## config.mk

```make
export PLATFORM = sky130hd
export DESIGN_NAME = snd_cmd_sender
export DESIGN_NICKNAME = d
export VERILOG_FILES = /design/src/rtl/snd_cmd_sender.sv
export SDC_FILE = /design/constraint.sdc
export NUM_CORES = 1
export LEC_CHECK = 0
export ABC_AREA = 1
export BUFFER_PORTS_ARGS = -buffer_cell sky130_fd_sc_hd__buf_4
export CAP_MARGIN = 20
export CELL_PAD_IN_SITES_DETAIL_PLACEMENT = 1
export CELL_PAD_IN_SITES_GLOBAL_PLACEMENT = 1
export CORE_MARGIN = 2
export CORE_UTILIZATION = 49
export CTS_CLUSTER_SIZE = 30
export DETAILED_ROUTE_END_ITERATION = 7
export HOLD_SLACK_MARGIN = 0.06
export PLACE_DENSITY_LB_ADDON = 0.1
export SETUP_SLACK_MARGIN = 0.5
export SYNTH_ARGS = -nofsm -noshare
export SYNTH_HDL_FRONTEND = slang
export SYNTH_SLANG_ARGS = --single-unit
```

## constraint.sdc

```tcl
create_clock -name clk_main -period 6.3 [get_ports clk_main]
set_clock_uncertainty 0.05 [all_clocks]
set_input_delay 0.945 -clock clk_main [delete_from_list [all_inputs] [get_ports clk_main]]
set_output_delay 0.945 -clock clk_main [all_outputs]
set_load 0.02 [all_outputs]
```

## src/rtl/snd_cmd_sender.sv

```systemverilog
// Main-CPU side of the sound command link: queues 68K sound codes and replays each one
// as an SNDDT latch strobe and then an SNDON IRQ strobe. It then waits for the Z80 ack or for a timeout.
module snd_cmd_sender #(
  parameter int DEPTH_LOG2  = 2,
  parameter int SETUP_CYC   = 4,
  parameter int PULSE_CYC   = 8,
  parameter int HOLD_CYC    = 4,
  parameter int ACK_TIMEOUT = 4096
) (
  input  logic                clk_main,
  input  logic                RESET,
  input  logic                cmd_wr,
  input  logic [7:0]          cmd_data,
  input  logic                z80_ack,
  input  logic                err_clr,
  output logic [7:0]          SND_D,
  output logic                SNDDT,
  output logic                SNDON,
  output logic                busy,
  output logic [DEPTH_LOG2:0] fifo_count,
  output logic                fifo_full,
  output logic                overflow,
  output logic                timeout_err
);

  localparam int DEPTH = 2 ** DEPTH_LOG2;
  localparam logic [DEPTH_LOG2-1:0] PTR_ONE  = DEPTH_LOG2'(1);
  localparam logic [DEPTH_LOG2:0]   CNT_ZERO = (DEPTH_LOG2 + 1)'(0);
  localparam logic [DEPTH_LOG2:0]   CNT_ONE  = (DEPTH_LOG2 + 1)'(1);
  localparam logic [DEPTH_LOG2:0]   CNT_FULL = (DEPTH_LOG2 + 1)'(DEPTH);
  // Each state's counter is loaded with length-1, so the state lasts exactly its parameter.
  localparam logic [15:0] SETUP_LD = 16'(SETUP_CYC - 1);
  localparam logic [15:0] PULSE_LD = 16'(PULSE_CYC - 1);
  localparam logic [15:0] HOLD_LD  = 16'(HOLD_CYC - 1);
  localparam logic [15:0] ACK_LD   = 16'(ACK_TIMEOUT - 1);

  typedef enum logic [2:0] {
    ST_IDLE     = 3'd0,
    ST_SETUP    = 3'd1,
    ST_DT_HI    = 3'd2,
    ST_DT_LO    = 3'd3,
    ST_ON_HI    = 3'd4,
    ST_WAIT_ACK = 3'd5
  } state_t;

  state_t                state, state_nxt;
  logic [15:0]           cnt, cnt_nxt;
  logic                  ack_flag, ack_flag_nxt;
  logic                  pop, push, ovf_set, timeout_set;
  logic [DEPTH_LOG2:0]   count_nxt;
  logic [DEPTH_LOG2-1:0] wr_ptr, rd_ptr;
  logic [7:0]            mem [DEPTH];

  // Sequencer next state, counter reload, pop request and ack capture.
  always_comb begin
    state_nxt    = state;
    cnt_nxt      = (cnt != 16'd0) ? (cnt - 16'd1) : 16'd0;
    ack_flag_nxt = ack_flag;
    pop          = 1'b0;
    timeout_set  = 1'b0;
    case (state)
      ST_IDLE: begin
        if (fifo_count != CNT_ZERO) begin
          pop          = 1'b1;
          ack_flag_nxt = 1'b0;
          state_nxt    = ST_SETUP;
          cnt_nxt      = SETUP_LD;
        end else begin
          cnt_nxt      = 16'd0;
        end
      end
      ST_SETUP: begin
        if (cnt == 16'd0) begin
          state_nxt = ST_DT_HI;
          cnt_nxt   = PULSE_LD;
        end else begin
          state_nxt = ST_SETUP;
        end
      end
      ST_DT_HI: begin
        if (cnt == 16'd0) begin
          state_nxt = ST_DT_LO;
          cnt_nxt   = HOLD_LD;
        end else begin
          state_nxt = ST_DT_HI;
        end
      end
      ST_DT_LO: begin
        if (cnt == 16'd0) begin
          state_nxt = ST_ON_HI;
          cnt_nxt   = PULSE_LD;
        end else begin
          state_nxt = ST_DT_LO;
        end
      end
      ST_ON_HI: begin
        // An early ack is remembered so WAIT_ACK can leave after a single cycle.
        if (z80_ack) begin
          ack_flag_nxt = 1'b1;
        end else begin
          ack_flag_nxt = ack_flag;
        end
        if (cnt == 16'd0) begin
          state_nxt = ST_WAIT_ACK;
          cnt_nxt   = ACK_LD;
        end else begin
          state_nxt = ST_ON_HI;
        end
      end
      ST_WAIT_ACK: begin
        if (z80_ack || ack_flag) begin
          state_nxt = ST_IDLE;
          cnt_nxt   = 16'd0;
        end else if (cnt == 16'd0) begin
          state_nxt   = ST_IDLE;
          timeout_set = 1'b1;
        end else begin
          state_nxt = ST_WAIT_ACK;
        end
      end
      default: begin
        state_nxt = ST_IDLE;
        cnt_nxt   = 16'd0;
      end
    endcase
  end

  // FIFO push acceptance and occupancy update; a pop frees a slot for a push while full.
  always_comb begin
    push    = cmd_wr & (~fifo_full | pop);
    ovf_set = cmd_wr & fifo_full & ~pop;
    case ({push, pop})
      2'b10:   count_nxt = fifo_count + CNT_ONE;
      2'b01:   count_nxt = fifo_count - CNT_ONE;
      default: count_nxt = fifo_count;
    endcase
  end

  // FIFO storage, written on accepted pushes.
  always_ff @(posedge clk_main) begin
    if (push) begin
      mem[wr_ptr] <= cmd_data;
    end
  end

  // State, counters, pointers, sticky flags and registered strobes.
  always_ff @(posedge clk_main) begin
    if (RESET) begin
      state       <= ST_IDLE;
      cnt         <= 16'd0;
      ack_flag    <= 1'b0;
      wr_ptr      <= '0;
      rd_ptr      <= '0;
      fifo_count  <= CNT_ZERO;
      fifo_full   <= 1'b0;
      SND_D       <= 8'h00;
      SNDDT       <= 1'b0;
      SNDON       <= 1'b0;
      busy        <= 1'b0;
      overflow    <= 1'b0;
      timeout_err <= 1'b0;
    end else begin
      state       <= state_nxt;
      cnt         <= cnt_nxt;
      ack_flag    <= ack_flag_nxt;
      fifo_count  <= count_nxt;
      fifo_full   <= (count_nxt == CNT_FULL);
      SNDDT       <= (state_nxt == ST_DT_HI);
      SNDON       <= (state_nxt == ST_ON_HI);
      busy        <= (state_nxt != ST_IDLE);
      overflow    <= ovf_set | (overflow & ~err_clr);
      timeout_err <= timeout_set | (timeout_err & ~err_clr);
      if (push) begin
        wr_ptr <= wr_ptr + PTR_ONE;
      end
      if (pop) begin
        SND_D  <= mem[rd_ptr];
        rd_ptr <= rd_ptr + PTR_ONE;
      end
    end
  end

endmodule

```

# Word-level counts from Yosys, hierarchy flattened
# Memory sizes are Yosys's and may differ from the RTL's. A register that Yosys moved wholly into a read port is not among the register bits.
# Index checks and enable logic that the tools add are counted.
# op_classes
add_sub_neg,5
eq_ne,12
muxes,26
bitwise,11
reduce_logical,9
# ops
operator,n
16-bit 2-to-1 mux,5
16-bit case mux with 5 select lines,1
3-bit case mux with 6 select lines,1
16-bit logical NOT,1
16-bit nonzero test,1
"16-bit by 1-bit subtractor with 16-bit output, second input constant",1
"3-bit == test, second input constant",4
3-bit 2-to-1 mux,4
1-bit 2-to-1 mux,11
"3-bit by 2-bit == test with 1-bit output, second input constant",3
3-bit case mux with 2 select lines,1
3-bit nonzero test,2
1-bit AND,5
"2-bit by 1-bit adder with 2-bit output, second input constant",2
2-bit 2-to-1 mux,2
"2-bit != test, second input constant",2
"3-bit by 1-bit adder with 3-bit output, second input constant",1
"3-bit by 1-bit == test with 1-bit output, second input constant",1
3-bit logical NOT,1
1-bit NOT,3
1-bit OR,3
3-bit AND reduction,1
"3-bit by 1-bit subtractor with 3-bit output, second input constant",1
"2-bit by 1-bit == test with 1-bit output, second input constant",1
other kinds (5),5
# word_totals
register_bits,33
ramBits,32
input_bits,13
output_inout_bits,17
elab_cells,76
mem_count,1
# memory_table
name,words,width,read_ports,rd_clocked_by_memory_dff,write_ports,line_no,source
mem,4,8,1,1,1,52,logic [7:0] mem [DEPTH];

# Longest topological paths before layout
# Gate-level depths: netlist (run 1).
# depth
depth_word,8
mapped_depth,14

# Worst setup path before layout (run 1)
# OpenSTA, ideal clock, no wires.
# synth_timing
path_type,register to register
startpoint,register fifo_count[0]
endpoint,register fifo_full
arrival_time_ps,2258
t_required_ps,6190
path_slack_ps,3932
path_stages_with_launch,15
path_buffers,1
period_less_slack_ps,2368
cell_sequence,dfxtp_1 inv_1 nand3_1 nand3_4 inv_1 buf_2 ha_1 inv_1 fa_1 a21oi_1 o21ai_0 nand2_1 nand2_1 nor2_1 and3_1
# synth_between
elab_chain_len,8
word_cells_on_any_way,11
cone_classes,add/sub (2); eq/ne (3); mux (3); bitwise (2); reduce/logical (1)
# synth_lines
element,line_no,source
"start, declared",20,"output logic [DEPTH_LOG2:0] fifo_count,"
"start signal, assigned",166,fifo_count <= count_nxt;
3-bit nonzero test (*),63,if (fifo_count != CNT_ZERO) begin
1-bit 2-to-1 mux (*),63,
1-bit 2-to-1 mux (*),61,case (state)
net pop,49,"logic pop, push, ovf_set, timeout_set;"
1-bit OR,130,push = cmd_wr & (~fifo_full | pop);
1-bit AND,130,
2-bit by 1-bit == test with 1-bit output or 2-bit == test (tied branches),132,"case ({push, pop})"
3-bit case mux with 2 select lines (*),132,
3-bit == test (*),167,fifo_full <= (count_nxt == CNT_FULL);
"end signal, assigned",167,
"end, declared",21,"output logic fifo_full,"
# Mark *: on every way through the listed nets, which the timed path passes. The rest lies on a longest branch.
# A chain may end at the register's enable or synchronous reset.

# Final worst setup path (run 1)
# layout_timing
startpoint,register fifo_count[0]
endpoint,register fifo_full
# layout_between
elab_chain_len,8
word_cells_on_any_way,11
cone_classes,add/sub (2); eq/ne (3); mux (3); bitwise (2); reduce/logical (1)
# layout_lines
element,line_no
3-bit nonzero test,63
1-bit 2-to-1 mux,63
1-bit 2-to-1 mux,61
1-bit OR,130
1-bit AND,130
2-bit by 1-bit == test with 1-bit output or 2-bit == test (tied branches),132
3-bit case mux with 2 select lines (*),132
3-bit == test (*),167
# Mark *: on every way between the ends. The rest lies on a longest branch, timed or not.

==> results of run 1 <==
-- through the flow --
stage	area (um2)	std cells	total power [mW]	utilization [%]
floorplan	3200	342	1.59	-
global placement	3470	441	1.83	54.7
detailed placement	3470	441	1.87	54.7
CTS	3630	457	2.19	57.1
global route	3630	457	2.36	57.1
finish	3630	457	2.17	57.1
-- worst reg2reg max path, delay by kind of cell (launching register included) --
| family | cells | cell delay [ns] |
|---|---|---|
| simple gates | 6 | 0.69 |
| buf+inv | 3 | 0.60 |
| fa+ha+maj | 2 | 0.60 |
| flops | 1 | 0.37 |
| compound gates | 2 | 0.26 |
-- layer usage --
layer | GRT usage, % | share of wire, % | vias up
met2 | 36.4 | 52 | 34
met5 | 0 | 0 | -
met4 | 7.65 | 1.7 | 0
met3 | 5.93 | 3.0 | 12
met1 | 24.3 | 43 | 1148
li1 | - | - | 1195
-- cells by family after synthesis --
| kind of cell | share of synthesized area [%] |
|---|---|
| buffers and inverters | 5.43 |
| AO/OA/AOI/OAI | 10.9 |
| AND/OR/NAND/NOR | 21.1 |
| flip-flops | 55.6 |
| XOR/XNOR | 3.55 |
| adder cells (fa/ha/maj) | 3.36 |
-- power breakdown --
part / switching [mW] / leakage (nW) / total [mW] / internal (mW)
Combinational: 0.755 / 0.850 / 1.16 / 0.406
Clock: 0.165 / 0.0778 / 0.306 / 0.141
Sequential: 0.0914 / 0.629 / 0.700 / 0.609
Total: 1.01 / 1.56 / 2.17 / 1.16
-- flip-flops by register name (all words and copies together) (netlist names), 2 cells and up --
| signal | flops |
|---|---|
| SND_D | 8 |
| cnt | 16 |
| fifo_count | 3 |
| mem | 32 |
| rd_ptr | 2 |
| state | 3 |
| wr_ptr | 2 |
-- how the worst max path moves through the flow --
stage	start	end	slack, ns	cells past startpoint
2_1_floorplan	fifo_count[0]	fifo_full	3.93	14
3_3_place_gp	cmd_wr	fifo_full	3.65	11
3_5_place_dp	cmd_wr	fifo_full	3.55	11
4_1_cts	fifo_count[0]	fifo_full	3.65	13
5_1_grt	fifo_count[0]	fifo_full	3.35	13
6_report	fifo_count[0]	fifo_full	3.67	13
-- placed cells by master (no fill, tap or decap), types with 4 or more instances in the layout --
cell	netlist	final
a21oi_1	21	21
a31oi_1	10	10
buf_4	0	29
clkbuf_8	0	9
dfxtp_1	41	41
edfxtp_1	32	32
ha_1	7	7
inv_1	33	33
nand2_1	32	32
nand2_2	4	4
nand3_1	13	13
nor2_1	67	67
nor2_2	7	7
nor2_4	4	4
o21ai_0	33	33
xnor2_1	4	4
xor2_1	9	9
-- cell type report --
type / count / area, um2 / area share, %
Clock buffer: 12 / 135 / 3.73
Clock inverter: 4 / 21.3 / 0.586
Inverter: 34 / 128 / 3.52
Multi-Input combinational cell: 228 / 1250 / 34.4
Sequential cell: 73 / 1780 / 49.1
Tap cell: 77 / 96.3 / 2.66
Timing Repair Buffer: 29 / 218 / 6.00
==> metrics.md, run 1 <==
| Metric | Value |
|---|---|
| Final setup vio count | 0 |
| Post-CTS setup buffers | 0 |
| Req. time, crit path | 6.55 ns |
| Sequential share of the synthesized area | 55.6% |
| Worst VDD drop | 0.000394 V |
| H-tree levels | 3 |
| Most used cell, CP | inv_1 |
| Tot GR Track Use | 20.8% |
| Crit-path max cell delay | 0.44 ns |
| Maximum buffer depth of the clock tree | 2 |
| Setup tns final | 0 ns |
| Yosys cell types | 29 |
| Synthesized flop and latch total | 73 |
| Power per standard cell area | 597 nW/um2 |
| Reg2Reg Capture Point | fifo_full |
| Syn Area/Cell | 9.37 um2 |
| CP arrival | 2.87 ns |
| Residual DRC count | 0 |
| Most used DFF post-synth | dfxtp_1 |
| Hold Path Origin | overflow |
| Post-DP HPWL | 4.86 mm |
| Post-synth net total | 363 |
| Total I/O pin count | 30 |
| Hold WS | 0.416 ns |
| Pleak | 1.56 nW |
| Slew Limit Fails | 0 |
| Clock Latency Late Sink | 0.35 ns |
| Cts bufs inserted | 9 |
| Core area | 6350 um2 |
| FFs w/ async S/R, synth | 0% |
| Worst reg-to-reg setup slack | 3.67 ns |
| Die Area | 7200 um2 |
| Reg2reg path depth | 13 |
| Slew @ Worst Pin | 0.826 ns |
| Top-count cell post-synth | nor2_1 |
| Die Span X | 84.9 um |
| CP startpoint kind | flip-flop |
| Slowest cell on the critical path | inv_1 |
| Worst path cell trace | inv_1, nand3_1, nand3_4, inv_1, ha_1, inv_1, fa_1, a21oi_1, o21ai_0, nand2_1, nand2_1, nor2_1, and3_1 |
| Outcome | complete, no violations |
| Commonest cells post-synth | nor2_1 (67), dfxtp_1 (41), inv_1 (33), o21ai_0 (33) |
| HP Class | flip-flop to flip-flop |
| Leading area contributor after synthesis | edfxtp_1 |
| Largest net degree at the start of global routing | 19 |
| Max-slew headroom | 44.7% |
| Post-Route WL | 6.87 mm |
| Post-DR wirelength/cell | 15.0 um |
| Port Buffer Count | 29 |
| Worst Path Class, Setup | flip-flop to flip-flop |
| Place WS | 3.55 ns |
| Critical Path Fanout Max | 18 |
| Drt first pass iters | 4 |
| Antenna violations before repair | 0 |
| Final Hold Viols | 0 |
| Nets@finish | 396 |
| FP Rows | 29 |
| Area grow syn2layout | 13.2% |
| Main area contributors after synthesis | edfxtp_1 (30%), dfxtp_1 (26%), nor2_1 (7.9%), o21ai_0 (5.2%), inv_1 (3.9%) |
| N_diodes | 0 |
| Yosys warns | 0 |
| Top cell type's share of synthesized area | 30.0% |
| Root buffer cell | clkbuf_8 |
| CTS tree | built |
| Hold depth | 2 |
| Synth Instances | 342 |
| Initial Util | 50.4% |
| Fin crit share | 41.7% |
| Number of synthesized flops with an enable pin | 32 |
| GRT overflow | 0 |
| Via count | 2,389 |
| Mapped Area | 3200 um2 |
| Max_cap viols | 0 |
| First-pass GRT wire length | 11.5 mm |
| Hold worst-path end | overflow |
| Crit. End Element | flip-flop |
| Clk pin slew, worst setup/hold paths | 0.08 ns |
| Final ANT Viol Nets | 0 |
| Fmax | 381 MHz |
| RSZ-0062 raised after global routing | false |
| Fillers | 733 |
| CP Buf/Inv Count | 3 |
| Number of global-route vias before repair | 2,426 |
| Post-cts resize count | 0 |
| Clk sinks | 73 |
| PnR worst setup slack | 3.67 ns |
| Die height | 84.9 um |
| Tmin final | 2.63 ns |
| Post-cts hold buffer count | 0 |
| Starting DRT DRC Count | 63 |
| Reg2reg start | fifo_count[0] |
| Vias per inst | 5.23 |
| Crit path max-delay family | simple AND/OR/NAND/NOR gates |
| GPL Wtd Cong | 0.794 |
| Share of cells above drive strength 1 | 17.6% |
(Power assumes the default switching activity.)
==> run 2: changes to the inputs <==
CORE_UTILIZATION = 45   (was 49)
clock period = 2.7 ns   (was 6.3 ns; I/O delays follow)
==> run 2 against run 1 <==
Compared with the run above: worst setup slack worse by 3.1 ns; maximum frequency grew 25%; sequential power rose by 130%; power rose to 2.5 times the previous value; wire length increased by 2.4%; clock power grew to 2.9 times the previous value; global-route usage down 0.22 points; flip-flop and latch count unchanged; worst hold slack worse by 0.22 ns; count of clock-buffer cells in the layout down 3; die area increased by 8.5%; first-iteration DRC count increased by 81%; largest cell class unchanged; largest power group unchanged; highest routed layer unchanged.
==> metrics.md, run 2 (same netlist as run 1, synthesis figures left out) <==
| Metric | Value |
|---|---|
| Post-DP HPWL | 5.04 mm (+3.9%) |
| N_diodes | 0 (unchanged) |
| FP Rows | 30 (+3.4%) |
| Clk sinks | 73 (unchanged) |
| Multi-input gate area | 1290 um2 (+3.6%) |
| Max_cap viols | 0 (unchanged) |
| Req. time, crit path | 2.94 ns (-3.61 ns) |
| Met3 routed WL | 171 um (-16%) |
| Wire length on met2 | 3.55 mm (-0.36%) |
| Commonest non-fill, non-tap cell in the layout | nor2_1 |
| Tmin final | 2.11 ns (-0.518 ns) |
| CTS tree | built |
| Root buffer cell | clkbuf_8 |
| GRT overflow | 0 (unchanged) |
| Clock Latency Late Sink | 0.35 ns (about the same) |
| Fmax | 474 MHz (+25%) |
| Total power | 5.46 mW (+150%) |
| Die Span X | 88.4 um (+4.1%) |
| Largest net degree at the start of global routing | 19 (unchanged) |
| Area grow syn2layout | 20.4% |
| Reg2Reg Capture Point | fifo_full |
| HP Class | input pin to flip-flop |
| Fin util | 56.5% (-0.66 points) |
| Core area | 6830 um2 (+7.6%) |
| GPL Wtd Cong | 0.746 (-6.0%) |
| Worst VDD drop | 0.000511 V (+29%) |
| Largest regs | mem: 32 flops, cnt: 16 flops, SND_D: 8 flops |
| Biggest register | mem |
| Clk pin slew, worst setup/hold paths | 0.09 ns (about the same) |
| Max reg flops | 32 (unchanged) |
| Slew Limit Fails | 0 (unchanged) |
| Maximum buffer depth of the clock tree | 2 (unchanged) |
| Setup tns final | 0 ns (unchanged) |
| Die Area | 7810 um2 (+8.5%) |
| Hold worst-path end | mem[0][3] |
| Final ANT Viol Nets | 0 (unchanged) |
| Drt first pass iters | 4 (unchanged) |
| Outcome | complete, no violations |
| Cts bufs inserted | 9 (unchanged) |
| CP arrival | 2.35 ns (-0.52 ns) |
| Pleak | 1.66 nW (+6.4%) |
| Die height | 88.4 um (+4.1%) |
| Post-Layout Cell Count | 489 (+7.0%) |
| Reg2reg start | fifo_count[0] |
| H-tree levels | 3 (unchanged) |
| Worst Path Class, Setup | flip-flop to flip-flop |
| RSZ-0062 raised after global routing | true |
| Highest routed layer | met4 |
| Post-Route WL | 7.04 mm (+2.4%) |
| Total I/O pin count | 30 (unchanged) |
| Starting DRT DRC Count | 114 (+81%) |
| Critical Path Fanout Max | 4 (-14) |
| First-pass GRT wire length | 11.9 mm (+4.2%) |
| Post-DR wirelength/cell | 14.4 um (-4.3%) |
| Power per standard cell area | 1410 nW/um2 (+140%) |
| Tot GR Track Use | 20.6% (-0.22 points) |
| Met1 WL | 3.23 mm (+8.1%) |
| CP startpoint kind | flip-flop |
| Share of cells above drive strength 1 | 26.0% (+8.3 points) |
| Nets@finish | 409 (+3.3%) |
| Via count | 2,408 (+0.80%) |
| Final setup vio count | 0 (unchanged) |
| Initial Util | 46.9% (-3.6 points) |
| Residual DRC count | 0 (unchanged) |
| Fin crit share | 78.1% (+36 points) |
| Final Hold Viols | 0 (unchanged) |
| Crit. End Element | flip-flop |
| Worst reg-to-reg setup slack | 0.59 ns (-3.08 ns) |
| Hold Path Origin | cmd_data[3] |
| Fillers | 815 (+11%) |
| Max-slew headroom | 67.7% (+23 points) |
| Vias per inst | 4.92 (-5.8%) |
| Placed insts | 465 (+5.4%) |
| Slew @ Worst Pin | 0.480 ns (-0.346 ns) |
| Hold depth | 1 (-1) |
| Reg2reg path depth | 14 (+1) |
| Number of global-route vias before repair | 2,478 (+2.1%) |
| Most frequent cells in the layout | nor2_1 (66), buf_4 (42), dfxtp_1 (35), o21ai_0 (32), edfxtp_1 (32) |
| Register Area | 1790 um2 (+0.42%) |
| Port Buffer Count | 29 (unchanged) |
| Antenna violations before repair | 0 (unchanged) |
==> run 2: cell types whose count changed in the layout (fill, tap and decap cells not counted), moves of 2 or more <==
cell and change:
clkinv_2 -2, inv_2 +3, nand2_4 +2, clkbuf_1 -3
clkinv_4 +2, buf_4 +13, dfxtp_1 -6, nand2_1 -2
inv_1 -5, inv_8 +2, dfxtp_2 +6
==> run 2: metal layers <==
metal	global-route usage, %	up-vias
li1	-	1225
met1	25.2	1149
met2	35.5	24
met3	5.04	10
met4	7.02	0
met5	0	-
==> run 2: through the flow <==
step | setup slack [ns] | hold slack [ns] | instance area (um2)
2_1_floorplan | 0.526 | 0.408 | 3210
3_3_place_gp | 0.361 | 0.404 | 3540
3_5_place_dp | 0.148 | 0.411 | 3540
4_1_cts | 0.518 | 0.178 | 3820
5_1_grt | 0.453 | 0.182 | 3860
6_report | 0.591 | 0.197 | 3860
==> run 2: how the worst max path moves through the flow <==
stage                       start   endpoint  slack (ns)  cells past startpoint
finish              fifo_count[0]  fifo_full        0.59                     14
global placement    fifo_count[0]  fifo_full        0.36                     14
detailed placement  fifo_count[0]  fifo_full        0.15                     14
floorplan           fifo_count[1]  fifo_full        0.53                     14
CTS                 fifo_count[0]  fifo_full        0.52                     14
global route        fifo_count[2]  fifo_full        0.45                     14
==> run 2: report_power, final <==
group | internal [mW] | switching [mW] | total [mW] | leakage, nW
registers | 1.43 | 0.194 | 1.62 | 0.632
logic | 1.10 | 1.85 | 2.96 | 0.926
clock network | 0.436 | 0.442 | 0.879 | 0.0994
total | 2.97 | 2.49 | 5.46 | 1.66
==> run 2: final cells by class <==
cell class,count,area share [%]
clock buffer,9,3.21
clock inverter,7,2.04
inverter,34,3.57
tap,96,3.11
timing repair buffer,42,8.17
multi-input combinational,228,33.5
sequential,73,46.4
==> run 2: critical path, cell delays in order (launching register included) <==
cell and delay [ns]:
dfxtp_2 0.33, inv_2 0.07, nand3_2 0.10, nand3_4 0.16, nand2_4 0.07, nand2_4 0.07, ha_4 0.13, inv_4 0.04
fa_2 0.36, a21oi_2 0.16, o21ai_2 0.08, nand2_1 0.08, nand2_1 0.07, nor2_2 0.12, and3_1 0.15
==> run 2: timing repair <==
item,4_1_cts,5_1_grt
resized for setup,17,6
gates cloned,0,0
buffers inserted,6,2
setup endpoints to repair,2,2
hold buffers,0,0
pin swaps,4,8
==> run 3: changes to the inputs <==
ABC_AREA = 0   (was 1)
CORE_UTILIZATION = 47   (was 45)
clock period = 2.04 ns   (was 2.7 ns; I/O delays follow)
==> run 3 against run 2 <==
Compared with the run above: the flow now finishes with violations (negative setup slack); cell area increased by 20%; worst hold slack got worse by 0.11 ns; die area decreased by 7.2%; critical path depth down 8; sequential share of layout area shrank 7.8 points; register-to-register slack lost 1.1 ns; critical path type unchanged; largest cell class unchanged; highest routed layer unchanged.
==> metrics.md, run 3 <==
| Metric | Value |
|---|---|
| Slew Limit Fails | 0 (unchanged) |
| GPL Wtd Cong | 0.857 (+15%) |
| Cts bufs inserted | 9 (unchanged) |
| Final Hold Viols | 0 (unchanged) |
| Leading area contributor after synthesis | edfxtp_1 |
| Crit-path max cell delay | 0.54 ns (+0.18 ns) |
| Req. time, crit path | 2.28 ns (-0.66 ns) |
| Slew @ Worst Pin | 0.606 ns (+0.126 ns) |
| CP startpoint kind | flip-flop |
| Crit path max-delay family | simple AND/OR/NAND/NOR gates |
| Antenna violations before repair | 0 (unchanged) |
| Post-synth net total | 293 (-19%) |
| Core area | 6350 um2 (-7.1%) |
| HP Class | input pin to flip-flop |
| Syn Area/Cell | 11.4 um2 (+21%) |
| Maximum buffer depth of the clock tree | 2 (unchanged) |
| Initial Util | 48.7% (+1.8 points) |
| Biggest register | mem |
| Drt first pass iters | 7 (+3) |
| CP arrival | 2.79 ns (+0.44 ns) |
| Clk sinks | 73 (unchanged) |
| Largest regs | mem: 32 flops, cnt: 16 flops, SND_D: 8 flops |
| Commonest cells post-synth | dfxtp_1 (41), nand2_1 (33), edfxtp_1 (32) |
| Synth Instances | 272 (-20%) |
| RSZ-0062 raised after global routing | true |
| CTS tree | built |
| Fin crit share | 125% (+47 points) |
| Top-count cell post-synth | dfxtp_1 |
| Worst path cell trace | or4_4, or4_4, or4_4, buf_6, o22ai_4, and4_1 |
| Critical Path Fanout Max | 5 (+1) |
| H-tree levels | 3 (unchanged) |
| Final ANT Viol Nets | 0 (unchanged) |
| Most frequent cells in the layout | buf_4 (83), dfxtp_1 (33), edfxtp_1 (32), nand2_1 (23), nor2_1 (22) |
| Final setup vio count | 57 (+57) |
| Share of cells above drive strength 1 | 54.1% (+28 points) |
| Yosys warns | 0 (unchanged) |
| Crit. End Element | flip-flop |
| Max reg flops | 32 (unchanged) |
| Outcome | finished, violations left |
| Hold WS | 0.0910 ns (-0.106 ns) |
| Fmax | 391 MHz (-18%) |
| Post-Layout Cell Count | 456 (-6.7%) |
| Max_cap viols | 0 (unchanged) |
| Mapped Area | 3090 um2 (-3.4%) |
| FP Rows | 29 (-3.3%) |
| Die Area | 7250 um2 (-7.2%) |
| Max-slew headroom | 59.5% (-8.2 points) |
| Area grow syn2layout | 50.0% |
| FFs w/ async S/R, synth | 0% (unchanged) |
| Die height | 85.1 um (-3.7%) |
| CP Buf/Inv Count | 1 (-1) |
| Number of synthesized flops with an enable pin | 32 (unchanged) |
| Post-DR wirelength/cell | 27.9 um (+94%) |
| Synthesized flop and latch total | 73 (unchanged) |
| Die Span X | 85.1 um (-3.7%) |
| Failing checks | negative setup slack |
| Most used cell, CP | or4_4 |
| Largest net degree at the start of global routing | 25 (+6) |
| Port Buffer Count | 29 (unchanged) |
| Most used DFF post-synth | dfxtp_1 |
| Yosys cell types | 47 (+62%) |
| First-pass GRT wire length | 15.6 mm (+31%) |
| GRT overflow | 0 (unchanged) |
| Nets@finish | 395 (-3.4%) |
| Commonest non-fill, non-tap cell in the layout | buf_4 |
| Post-cts hold buffer count | 0 (unchanged) |
| Post-Route WL | 12.7 mm (+81%) |
| Starting DRT DRC Count | 197 (+73%) |
| N_diodes | 0 (unchanged) |
| Root buffer cell | clkbuf_8 |
| Worst Path Class, Setup | flip-flop to flip-flop |
| Post-DP HPWL | 5.54 mm (+9.8%) |
| Sequential share of the synthesized area | 57.6% (+2.0 points) |
| Total I/O pin count | 30 (unchanged) |
| Placed Area | 3820 um2 (+7.9%) |
| Placed insts | 413 (-11%) |
| Tmin final | 2.56 ns (+0.448 ns) |
| Main area contributors after synthesis | edfxtp_1 (31%), dfxtp_1 (27%), mux4_2 (5.8%), nand2_1 (4.0%), a21oi_1 (3.6%) |
| Setup tns final | -9.58 ns (-9.58 ns) |
| PnR worst setup slack | -0.517 ns (-1.11 ns) |
| Number of global-route vias before repair | 2,791 (+13%) |
| Final instance area | 4640 um2 (+20%) |
| Worst reg-to-reg setup slack | -0.52 ns (-1.11 ns) |
| Residual DRC count | 0 (unchanged) |
| Top cell type's share of synthesized area | 31.1% (+1.1 points) |
| Clock Latency Late Sink | 0.36 ns (about the same) |
| Tot GR Track Use | 29.4% (+8.8 points) |
| Clk pin slew, worst setup/hold paths | 0.11 ns (+0.02 ns) |
| Vias per inst | 6.14 (+25%) |
| Slowest cell on the critical path | or4_4 |
| Via count | 2,802 (+16%) |
==> run 3: cell count changes after synthesis, moves of 8 or more <==
cell	before	now
nand3_1	13	1
mux4_2	0	8
o21ai_0	33	3
nor2_1	67	25
a31oi_1	10	1
inv_1	33	12
==> run 3: final cells by class <==
type                    count  area (um2)
flip-flops and latches     73        1790
fillers                   590        1710
multi-input cells         176        1600
repair buffers            102         858
clock buffers               9         124
clock inverters             7         124
well taps                  77        96.3
inverters                  12        47.5
==> run 3: stage by stage <==
step	utilization [%]	worst slack, ns
finish	73.1	-0.517
global route	73.1	-0.552
CTS	68.2	-0.338
detailed placement	60.1	-0.325
global placement	60.1	-0.293
floorplan	-	-0.361
==> run 3: layer usage <==
layer | GRT usage (%) | part of all wire [%] | up-vias
met4 | 10.4 | 5.7 | 0
li1 | - | - | 1168
met1 | 34.1 | 36 | 1407
met3 | 6.61 | 4.7 | 63
met2 | 53.3 | 54 | 164
met5 | 0 | 0 | -
==> run 3: kinds of logic after synthesis <==
logic type / synth area share, %
simple gates: 15.3
flops: 57.6
compound gates: 9.30
buf+inv: 3.03
xor+xnor: 5.10
mux: 6.15
fa+ha+maj: 3.48
==> run 3: worst paths after layout <==
check	end	depth (start not counted)	from
setup / recovery	SNDON	6	cnt[8]
hold / removal	mem[2][6]	1	cmd_data[6]
setup reg to reg	SNDON	6	cnt[8]
hold reg to reg	SND_D[0]	2	SND_D[0]
==> run 3: timing repair <==
action                                  in CTS  in global routing
endpoints found under the setup margin      61                 72
setup buffers                               17                 10
cloned                                       0                  0
pin swaps                                   18                 23
resized for setup                           37                 56
Power of run 3 is not shown: default switching activity piles up to over one toggle a cycle in this logic, so the estimate is an artifact.
